<file path="src/rtl/glyph_pkg.sv">
// Shared constants and types for the glyph raster reader and its scan counter.
package glyph_pkg;

    localparam int unsigned GLYPH_W = 25;
    localparam int unsigned GLYPH_H = 25;
    // Must hold GLYPH_W*4-1 = 99.
    localparam int unsigned COORD_W = 7;
    localparam int unsigned COL_W   = $clog2(GLYPH_W);
    localparam int unsigned ROW_W   = $clog2(GLYPH_H);

    localparam logic INK = 1'b0;

    // Index 0 is the top row; bit [GLYPH_W-1] of a row is its leftmost column.
    typedef logic [0:GLYPH_H-1][GLYPH_W-1:0] glyph_t;

    typedef enum logic [1:0] {
        IDLE,
        STREAM,
        DONE
    } glyph_rd_state_t;

endpackage

</file>
<file path="src/rtl/glyph_raster_reader_if.sv">
// Load and pixel handshake bundle between a glyph source, the reader and the compositor.
interface glyph_raster_reader_if;
    import glyph_pkg::*;

    glyph_t               glyph_in;
    logic [1:0]           scale_in;
    logic                 load_valid;
    logic                 load_ready;
    logic                 abort;
    logic                 pix_valid;
    logic                 pix_ready;
    logic                 pix_ink;
    logic [COORD_W-1:0]   pix_x;
    logic [COORD_W-1:0]   pix_y;
    logic                 pix_eol;
    logic                 pix_last;
    logic                 done;

    modport master (
        output glyph_in,
        output scale_in,
        output load_valid,
        input  load_ready,
        output abort,
        input  pix_valid,
        output pix_ready,
        input  pix_ink,
        input  pix_x,
        input  pix_y,
        input  pix_eol,
        input  pix_last,
        input  done
    );

    modport slave (
        input  glyph_in,
        input  scale_in,
        input  load_valid,
        output load_ready,
        input  abort,
        output pix_valid,
        input  pix_ready,
        output pix_ink,
        output pix_x,
        output pix_y,
        output pix_eol,
        output pix_last,
        output done
    );

endinterface

</file>
<file path="src/rtl/glyph_scan_counter.sv">
// Nested column-repeat / column / row-repeat / row counters walking a scaled glyph row-major.
module glyph_scan_counter
    import glyph_pkg::*;
(
    input  logic             clk,
    input  logic             reset,
    input  logic             clear,
    input  logic             en,
    input  logic [1:0]       scale,
    output logic [ROW_W-1:0] row,
    output logic [1:0]       row_rep,
    output logic [COL_W-1:0] col,
    output logic [1:0]       col_rep,
    output logic             eol,
    output logic             last
);

    logic [ROW_W-1:0] row_q, row_d;
    logic [1:0]       row_rep_q, row_rep_d;
    logic [COL_W-1:0] col_q, col_d;
    logic [1:0]       col_rep_q, col_rep_d;

    logic col_rep_end, col_end, row_rep_end, row_end;

    // scale holds S-1, so a repeat counter ends when it equals scale.
    assign col_rep_end = (col_rep_q == scale);
    assign col_end     = (col_q == COL_W'(GLYPH_W - 1));
    assign row_rep_end = (row_rep_q == scale);
    assign row_end     = (row_q == ROW_W'(GLYPH_H - 1));

    assign eol  = col_end & col_rep_end;
    assign last = eol & row_rep_end & row_end;

    always_comb begin
        row_d     = row_q;
        row_rep_d = row_rep_q;
        col_d     = col_q;
        col_rep_d = col_rep_q;
        if (clear) begin
            row_d     = '0;
            row_rep_d = '0;
            col_d     = '0;
            col_rep_d = '0;
        end else if (en) begin
            if (!col_rep_end) begin
                col_rep_d = col_rep_q + 2'd1;
            end else begin
                col_rep_d = '0;
                if (!col_end) begin
                    col_d = col_q + COL_W'(1);
                end else begin
                    col_d = '0;
                    if (!row_rep_end) begin
                        row_rep_d = row_rep_q + 2'd1;
                    end else begin
                        row_rep_d = '0;
                        row_d     = row_end ? '0 : row_q + ROW_W'(1);
                    end
                end
            end
        end
    end

    always_ff @(posedge clk or posedge reset) begin
        if (reset) begin
            row_q     <= '0;
            row_rep_q <= '0;
            col_q     <= '0;
            col_rep_q <= '0;
        end else begin
            row_q     <= row_d;
            row_rep_q <= row_rep_d;
            col_q     <= col_d;
            col_rep_q <= col_rep_d;
        end
    end

    assign row     = row_q;
    assign row_rep = row_rep_q;
    assign col     = col_q;
    assign col_rep = col_rep_q;

endmodule

</file>
<file path="src/rtl/glyph_raster_reader.sv">
// Captures a 25x25 glyph on a load handshake and streams it as scaled, row-major pixels.
module glyph_raster_reader
    import glyph_pkg::*;
(
    input  logic                  clk,
    input  logic                  reset,
    glyph_raster_reader_if.slave  bus
);

    glyph_rd_state_t state_q, state_d;
    glyph_t          buf_q;
    logic [1:0]      scale_q;

    logic             streaming;
    logic             load_hs;
    logic             pix_hs;
    logic [ROW_W-1:0] row;
    logic [1:0]       row_rep;
    logic [COL_W-1:0] col;
    logic [1:0]       col_rep;
    logic             eol;
    logic             last;

    assign streaming = (state_q == STREAM);
    assign load_hs   = bus.load_valid && (state_q == IDLE);
    assign pix_hs    = streaming && bus.pix_ready;

    always_comb begin
        state_d = state_q;
        unique case (state_q)
            IDLE:    if (load_hs) state_d = STREAM;
            // abort wins even when it coincides with the final handshake
            STREAM: begin
                if (bus.abort) begin
                    state_d = IDLE;
                end else if (pix_hs && last) begin
                    state_d = DONE;
                end
            end
            DONE:    state_d = IDLE;
            default: state_d = IDLE;
        endcase
    end

    always_ff @(posedge clk or posedge reset) begin
        if (reset) begin
            state_q <= IDLE;
            buf_q   <= '1;
            scale_q <= '0;
        end else begin
            state_q <= state_d;
            if (load_hs) begin
                buf_q   <= bus.glyph_in;
                scale_q <= bus.scale_in;
            end
        end
    end

    // Counters are held clear while idle so every accepted glyph starts at (0,0).
    glyph_scan_counter u_scan (
        .clk     (clk),
        .reset   (reset),
        .clear   (state_q == IDLE),
        .en      (pix_hs),
        .scale   (scale_q),
        .row     (row),
        .row_rep (row_rep),
        .col     (col),
        .col_rep (col_rep),
        .eol     (eol),
        .last    (last)
    );

    logic [2:0]         scale_n;
    logic [COL_W-1:0]   col_bit;
    logic [COORD_W-1:0] x_raw;
    logic [COORD_W-1:0] y_raw;
    logic               ink_raw;

    assign scale_n = {1'b0, scale_q} + 3'd1;
    assign col_bit = COL_W'(GLYPH_W - 1) - col;
    assign x_raw   = COORD_W'(col) * COORD_W'(scale_n) + COORD_W'(col_rep);
    assign y_raw   = COORD_W'(row) * COORD_W'(scale_n) + COORD_W'(row_rep);
    assign ink_raw = (buf_q[row][col_bit] == INK);

    // Pixel fields read as zero outside STREAM so idle/done match the reset picture.
    assign bus.load_ready = (state_q == IDLE);
    assign bus.pix_valid  = streaming;
    assign bus.pix_ink    = streaming & ink_raw;
    assign bus.pix_x      = streaming ? x_raw : '0;
    assign bus.pix_y      = streaming ? y_raw : '0;
    assign bus.pix_eol    = streaming & eol;
    assign bus.pix_last   = streaming & last;
    assign bus.done       = (state_q == DONE);

endmodule

</file>
<file path="src/flat_wrapper.sv">
// flat-port wrapper written by rule: the top's interface ports become plain ports
module glyph_raster_reader_flat import glyph_pkg::*;
  (clk, reset, bus_glyph_in, bus_scale_in, bus_load_valid, bus_load_ready, bus_abort, bus_pix_valid, bus_pix_ready, bus_pix_ink, bus_pix_x, bus_pix_y, bus_pix_eol, bus_pix_last, bus_done);
  glyph_raster_reader_if bus_i ();
  input  logic clk;
  input  logic reset;
  input wire logic [$bits(bus_i.glyph_in)-1:0] bus_glyph_in;
  input wire logic [$bits(bus_i.scale_in)-1:0] bus_scale_in;
  input wire logic [$bits(bus_i.load_valid)-1:0] bus_load_valid;
  output wire logic [$bits(bus_i.load_ready)-1:0] bus_load_ready;
  input wire logic [$bits(bus_i.abort)-1:0] bus_abort;
  output wire logic [$bits(bus_i.pix_valid)-1:0] bus_pix_valid;
  input wire logic [$bits(bus_i.pix_ready)-1:0] bus_pix_ready;
  output wire logic [$bits(bus_i.pix_ink)-1:0] bus_pix_ink;
  output wire logic [$bits(bus_i.pix_x)-1:0] bus_pix_x;
  output wire logic [$bits(bus_i.pix_y)-1:0] bus_pix_y;
  output wire logic [$bits(bus_i.pix_eol)-1:0] bus_pix_eol;
  output wire logic [$bits(bus_i.pix_last)-1:0] bus_pix_last;
  output wire logic [$bits(bus_i.done)-1:0] bus_done;
  assign bus_i.glyph_in = bus_glyph_in;
  assign bus_i.scale_in = bus_scale_in;
  assign bus_i.load_valid = bus_load_valid;
  assign bus_load_ready = bus_i.load_ready;
  assign bus_i.abort = bus_abort;
  assign bus_pix_valid = bus_i.pix_valid;
  assign bus_i.pix_ready = bus_pix_ready;
  assign bus_pix_ink = bus_i.pix_ink;
  assign bus_pix_x = bus_i.pix_x;
  assign bus_pix_y = bus_i.pix_y;
  assign bus_pix_eol = bus_i.pix_eol;
  assign bus_pix_last = bus_i.pix_last;
  assign bus_done = bus_i.done;
  glyph_raster_reader u_core (.clk(clk), .reset(reset), .bus(bus_i));
endmodule
</file>
<file path="config.mk">
export PLATFORM = sky130hd
export DESIGN_NAME = glyph_raster_reader_flat
export DESIGN_NICKNAME = d
export VERILOG_FILES = /design/src/rtl/glyph_pkg.sv /design/src/rtl/glyph_raster_reader_if.sv /design/src/rtl/glyph_scan_counter.sv /design/src/rtl/glyph_raster_reader.sv /design/src/flat_wrapper.sv
export SDC_FILE = /design/constraint.sdc
export NUM_CORES = 1
export LEC_CHECK = 0
export ABC_CLOCK_PERIOD_IN_PS = 30300
export CAP_MARGIN = 20
export CORE_ASPECT_RATIO = 1.2
export CORE_MARGIN = 2
export CORE_UTILIZATION = 31
export CTS_BUF_LIST = sky130_fd_sc_hd__clkbuf_8
export DETAILED_ROUTE_END_ITERATION = 12
export GPL_ROUTABILITY_DRIVEN = 0
export GPL_TIMING_DRIVEN = 0
export PLACE_DENSITY = 0.62
export SKIP_LAST_GASP = 1
export SLEW_MARGIN = 20
export SYNTH_ARGS = -nofsm -noshare
export SYNTH_HDL_FRONTEND = slang
export SYNTH_SLANG_ARGS = --single-unit
</file>
<file path="constraint.sdc">
create_clock -name clk -period 30.3 [get_ports clk]
set_clock_uncertainty 0.15 [all_clocks]
set_input_delay 6.06 -clock clk [delete_from_list [all_inputs] [get_ports clk]]
set_output_delay 6.06 -clock clk [all_outputs]
set_load 0.02 [all_outputs]
</file>
# Yosys cells after proc, flatten, opt, wreduce, memory -nomap -nowiden
# Index checks and enable logic that the tools add are counted.
[totals]
ff_bits = 643
input_bits = 632
out_inout_bits = 20
elab_cells = 100
[classes]
add_sub_neg = 8
mul = 2
order_cmp = 2
n_eq_ne = 8
muxes = 29
bitwise = 8
n_reduce_logical = 12
[ops]
columns = ["operator", "n"]
rows = [
  ["$bmux 25 s5", 1],
  ["$mux 25", 2],
  ["$mux 5", 10],
  ["$mux 2", 11],
  ["$add 7x2->7", 2],
  ["$mul 5x3->7", 2],
  ["$mux 7", 2],
  ["$add 5x1->5 const B", 2],
  ["$eq 5x5->1 const B", 2],
  ["$reduce_bool 2->1", 4],
  ["$and 1x1->1", 6],
  ["$ge 6x6->1 const B", 1],
  ["$lt 5x6->1 const B", 1],
  ["$not 5->6", 1],
  ["$bmux 1 s5", 1],
  ["$sub 5x5->5 const A", 1],
  ["$add 2x1->2 const B", 2],
  ["$eq 2x2->1", 2],
  ["$pmux 2 s2", 1],
  ["$reduce_and 2->1", 2],
  ["$reduce_and 4->1", 1],
  ["$add 2x1->3 const B", 1],
  ["$logic_and 1x1->1", 3],
  ["$ne 3x3->1 const B", 1],
  ["other kinds (7)", 7],
]

# Longest topological paths before layout
[logic_depth]
depth_word = 8
mapped_depth = 16
ltp_nobuf = 11

# Cells and area by module
# From an unflattened synthesis, not the netlist that was laid out.
[unflattened]
cells_unflattened = 2063
hier_area_um2 = 31203.7
[by_module_without_submodules]
columns = ["mod", "instances", "cells_each", "area_each_um2"]
rows = [
  ["glyph_raster_reader", 1, 1959, 30297.8],
  ["glyph_scan_counter", 1, 104, 905.9],
]

# Least setup slack after synthesis
# OpenSTA, ideal clock, no wires.
[synth_path]
path_kind = "reg-to-output"
startpoint = "reg u_core.u_scan.row_q[0], in the netlist u_core.u_scan.row[0]"
endpoint = "out bus_pix_y[6]"
arrival_ns = 3.365
required_time_ns = 24.090
path_slack_ns = 20.725
stages_incl_launch_ff = 17
path_buffers = 6
cell_sequence = "dfrtp_1 > buf_6 > buf_12 > buf_6 > buf_6 > buf_6 > buf_4 > and2_1 > fa_1 > ha_1 > ha_1 > a21o_1 > a21oi_1 > o21bai_1 > a21oi_1 > xnor2_1 > nor2_1"
[synth_via]
elab_chain_cells = 3
[synth_lines]
columns = ["element", "line_no", "rtl"]
rows = [
  ["start: declaration", "glyph_scan_counter.sv:18", "logic [ROW_W-1:0] row_q, row_d;"],
  ["start signal: assignment", "glyph_scan_counter.sv:71", "row_q <= row_d;"],
  ["$mul 5x3->7", "glyph_raster_reader.sv:83", "assign y_raw = COORD_W'(row) * COORD_W'(scale_n) + COORD_W'(row_rep);"],
  ["$add 7x2->7", "glyph_raster_reader.sv:83", ""],
  ["$mux 7", "glyph_raster_reader.sv:91", "assign bus.pix_y = streaming ? y_raw : '0;"],
  ["end: declaration", "flat_wrapper.sv:16", "output wire logic [$bits(bus_i.pix_y)-1:0] bus_pix_y;"],
]
# No other way between the ends.

# Final worst setup path
[layout_path]
startpoint = "reg u_core.u_scan.row_q[1], in the netlist u_core.u_scan.row[1]"
endpoint = "out bus_pix_y[6]"
# Same word-level chain as after synthesis.

==> reports/summary.txt <==
status - complete, no violations
Mapped Area - 31200 sq um
Post-synth EDFFs - 0
DP Area - 39500 sq um
largest net degree at the start of global routing - 109
Final min period - 12130 ps
TritonCTS clock tree - yes
Multi-input gate area - 13500 sq um
initial antenna violation count - 45
Final Max Slew Viols - 0
# fillers - 9205
static leakage - 15.9 nW
CP endpoint kind - output pin
worst-margin pin slew - 1160 ps
first-pass GRT wire length - 188 mm
IO Pins - 652
crit path max fanout - 10
most frequent cells in the layout - clkdlybuf4s50_1, mux2_2, dfstp_2
Peak VDD IR - 0.0000426 V
Mapped Cells - 2033
die height - 351 um
Starting Density - 31.2%
Design Area, Final - 42200 sq um
Post CTS Setup Buffer Count - 0
H-Tree Depth - 3
Syn Nets - 2704
asr flop ratio synth - 100%
Main synth FF type - dfstp_2
Reg area - 16900 sq um
Site Rows - 127
post-DP HPWL - 107 mm
chip width - 293 um
synth warn - 0
gr ovfl total - 0
share of post-route cells with drive strength above 1 - 55.9%
crit start category - flip-flop
Syn Area/Cell - 15.3 sq um
Remaining DRCs - 0
final setup fails - 0
Final Hold Vio Count - 0
latest clock arrival within the worst-skew pair - 750 ps
clock buffer depth - 3
via/cell ratio - 5.25
post-synth cell types - 67
number of synthesized register bits - 643
Max-slew headroom - 22.7%
Initial DRC Count - 1640
CP max stage delay - 740 ps
post-route ant nets - 0
unrepaired setup endpoints after global routing - false
port bufs - 651
critical path type - reg -> out
maxcap violations - 0
via count - 22182
Core ar. - 99800 sq um
post-cts hold buffer count - 0
Finished Layout Cells - 4222
post-cts resize count - 0
die area - 103000 sq um
Min-Delay Path Class - reg -> reg
WL final - 138 mm
slowest CP cell - dfrtp_1
vias in the first global route - 24433
highest clock rate - 82.4 MHz
clock root cell - clkbuf_8
Clk pin slew, worst setup/hold paths - 70 ps
Worst EP required - 24090 ps
crit path cell chain - buf_2 -> clkbuf_2 -> buf_2 -> and2_1 -> fa_1 -> ha_1 -> ha_1 -> a21o_1 -> a21oi_1 -> o21bai_1 -> a21oi_1 -> xnor2_1 -> nor2_1 -> clkdlybuf4s50_1
WL/cell - 32.7 um
TritonCTS buffer count - 113
Worst Path Arrival - 5920 ps
setup TNS - 0 ps
dpl cells - 3982
drt pass-1 iters - 5
Seq/Total Area, Yosys - 54.1%
fin crit share - 40.0%
nets@finish - 3478
most common cell after layout, fill and taps aside - clkdlybuf4s50_1
P&R area growth vs syn - 35.3%
Pwr Density - 80.3 nW/um^2
All-Layer GR Usage - 26.4%
TritonCTS Sinks - 643
## registers in the layout (all words and copies together), names as in the netlist
signal and count:
u_core.buf_q 625, u_core.u_scan.row_rep 2, u_core.u_scan.col 5, u_core.u_scan.col_rep 2
u_core.scale_q 2, u_core.u_scan.row 5, u_core.state_q 2
## layer usage
| metal | up-vias | track usage, % | routed length, um |
|---|---|---|---|
| met3 | 289 | 7.25 | 9640 |
| met2 | 963 | 46.0 | 70000 |
| li1 | 9172 | - | - |
| met5 | - | 0 | 286 |
| met1 | 11720 | 30.5 | 52700 |
| met4 | 38 | 11.2 | 5640 |
## synth_stat cells (3+ instances only)
cell / count / share of area, %
mux4_1: 11 / 0.93
o31ai_1: 6 / 0.14
a21oi_1: 32 / 0.51
nor3_1: 12 / 0.19
mux4_2: 124 / 9.0
dfrtp_1: 18 / 1.4
a21o_1: 5 / 0.12
a211oi_1: 4 / 0.096
clkbuf_1: 104 / 1.3
o221ai_1: 6 / 0.17
buf_12: 3 / 0.19
xor2_1: 9 / 0.25
a221oi_1: 15 / 0.42
inv_1: 17 / 0.20
nand2_1: 57 / 0.69
buf_4: 7 / 0.17
xnor2_1: 13 / 0.37
and3_1: 4 / 0.080
fa_1: 8 / 0.51
dfstp_2: 625 / 53
a32oi_1: 4 / 0.11
ha_1: 31 / 1.2
buf_1: 6 / 0.072
mux2i_1: 52 / 1.7
nand2b_1: 13 / 0.26
nor2b_1: 7 / 0.14
buf_2: 12 / 0.19
nor2_1: 43 / 0.52
a22oi_1: 13 / 0.31
o22ai_1: 3 / 0.060
a41oi_1: 3 / 0.084
nor4_1: 4 / 0.080
o211ai_1: 6 / 0.14
and2_1: 25 / 0.50
o21ai_0: 30 / 0.48
a22o_1: 3 / 0.084
nand3_1: 20 / 0.32
buf_6: 12 / 0.43
mux2_2: 631 / 23
## logic make-up (layout without fill, tap and decap cells)
| kind of cell | after synthesis | count (layout) | share of synthesized area [%] |
|---|---|---|---|
| other | 0 | 27 | 0 |
| adder cells (fa/ha/maj) | 39 | 39 | 1.76 |
| AND/OR/NAND/NOR | 194 | 194 | 3.04 |
| flip-flops | 643 | 643 | 54.1 |
| XOR/XNOR | 22 | 22 | 0.618 |
| buffers and inverters | 162 | 1034 | 2.53 |
| multiplexers | 818 | 818 | 34.4 |
| AO/OA/AOI/OAI | 155 | 155 | 3.54 |
## final cells by class
class	instances	share of cell area (%)
inverter	18	0.178
sequential	643	40.0
clock buffer	150	4.90
buffer	144	1.75
clock inverter	63	1.20
multi-input combinational	1228	32.0
tap	1290	3.83
antenna	27	0.160
timing repair buffer	659	16.0
## stage by stage
stage | util (%) | setup WS (ps) | power, mW | hold WS [ps]
after floorplan | - | 7110 | 1.94 | 401
after global placement | 39.4 | 213 | 2.47 | 453
after detailed placement | 39.6 | 18400 | 2.51 | 457
after CTS | 42.2 | 17580 | 3.42 | 466
after global routing | 42.3 | 17880 | 3.52 | 470
final | 42.3 | 18170 | 3.38 | 464
## worst max-delay path: cells and delay by family, from the launching register on
kind | cells | cell delay, ps
XOR/XNOR | 1 | 100
adder cells (fa/ha/maj) | 3 | 1030
AO/OA/AOI/OAI | 4 | 650
buffers and inverters | 4 | 2280
flip-flops | 1 | 740
AND/OR/NAND/NOR | 2 | 360
## power by group
part | internal (mW) | switching [mW]
Sequential | 1.19 | 0.117
Clock | 0.506 | 0.391
Combinational | 0.547 | 0.636
## worst paths after layout
path | start | endpoint | slack (ps) | cells after the start
setup / recovery | u_core.u_scan.row[1]$_DFFE_PP0P_ | bus_pix_y[6] | 18170 | 14
hold / removal | u_core.buf_q[281]$_DFFE_PP1P_ | u_core.buf_q[281]$_DFFE_PP1P_ | 460 | 1
setup reg to reg | u_core.state_q[0]$_DFFE_PP0P_ | u_core.buf_q[445]$_DFFE_PP1P_ | 26010 | 7
hold reg to reg | u_core.buf_q[281]$_DFFE_PP1P_ | u_core.buf_q[281]$_DFFE_PP1P_ | 460 | 1
max in group asynchronous | reset | u_core.buf_q[49]$_DFFE_PP1P_ | 22410 | 5
min in group asynchronous | reset | u_core.buf_q[358]$_DFFE_PP1P_ | 6000 | 2
Power figures use the tool's default switching activity.
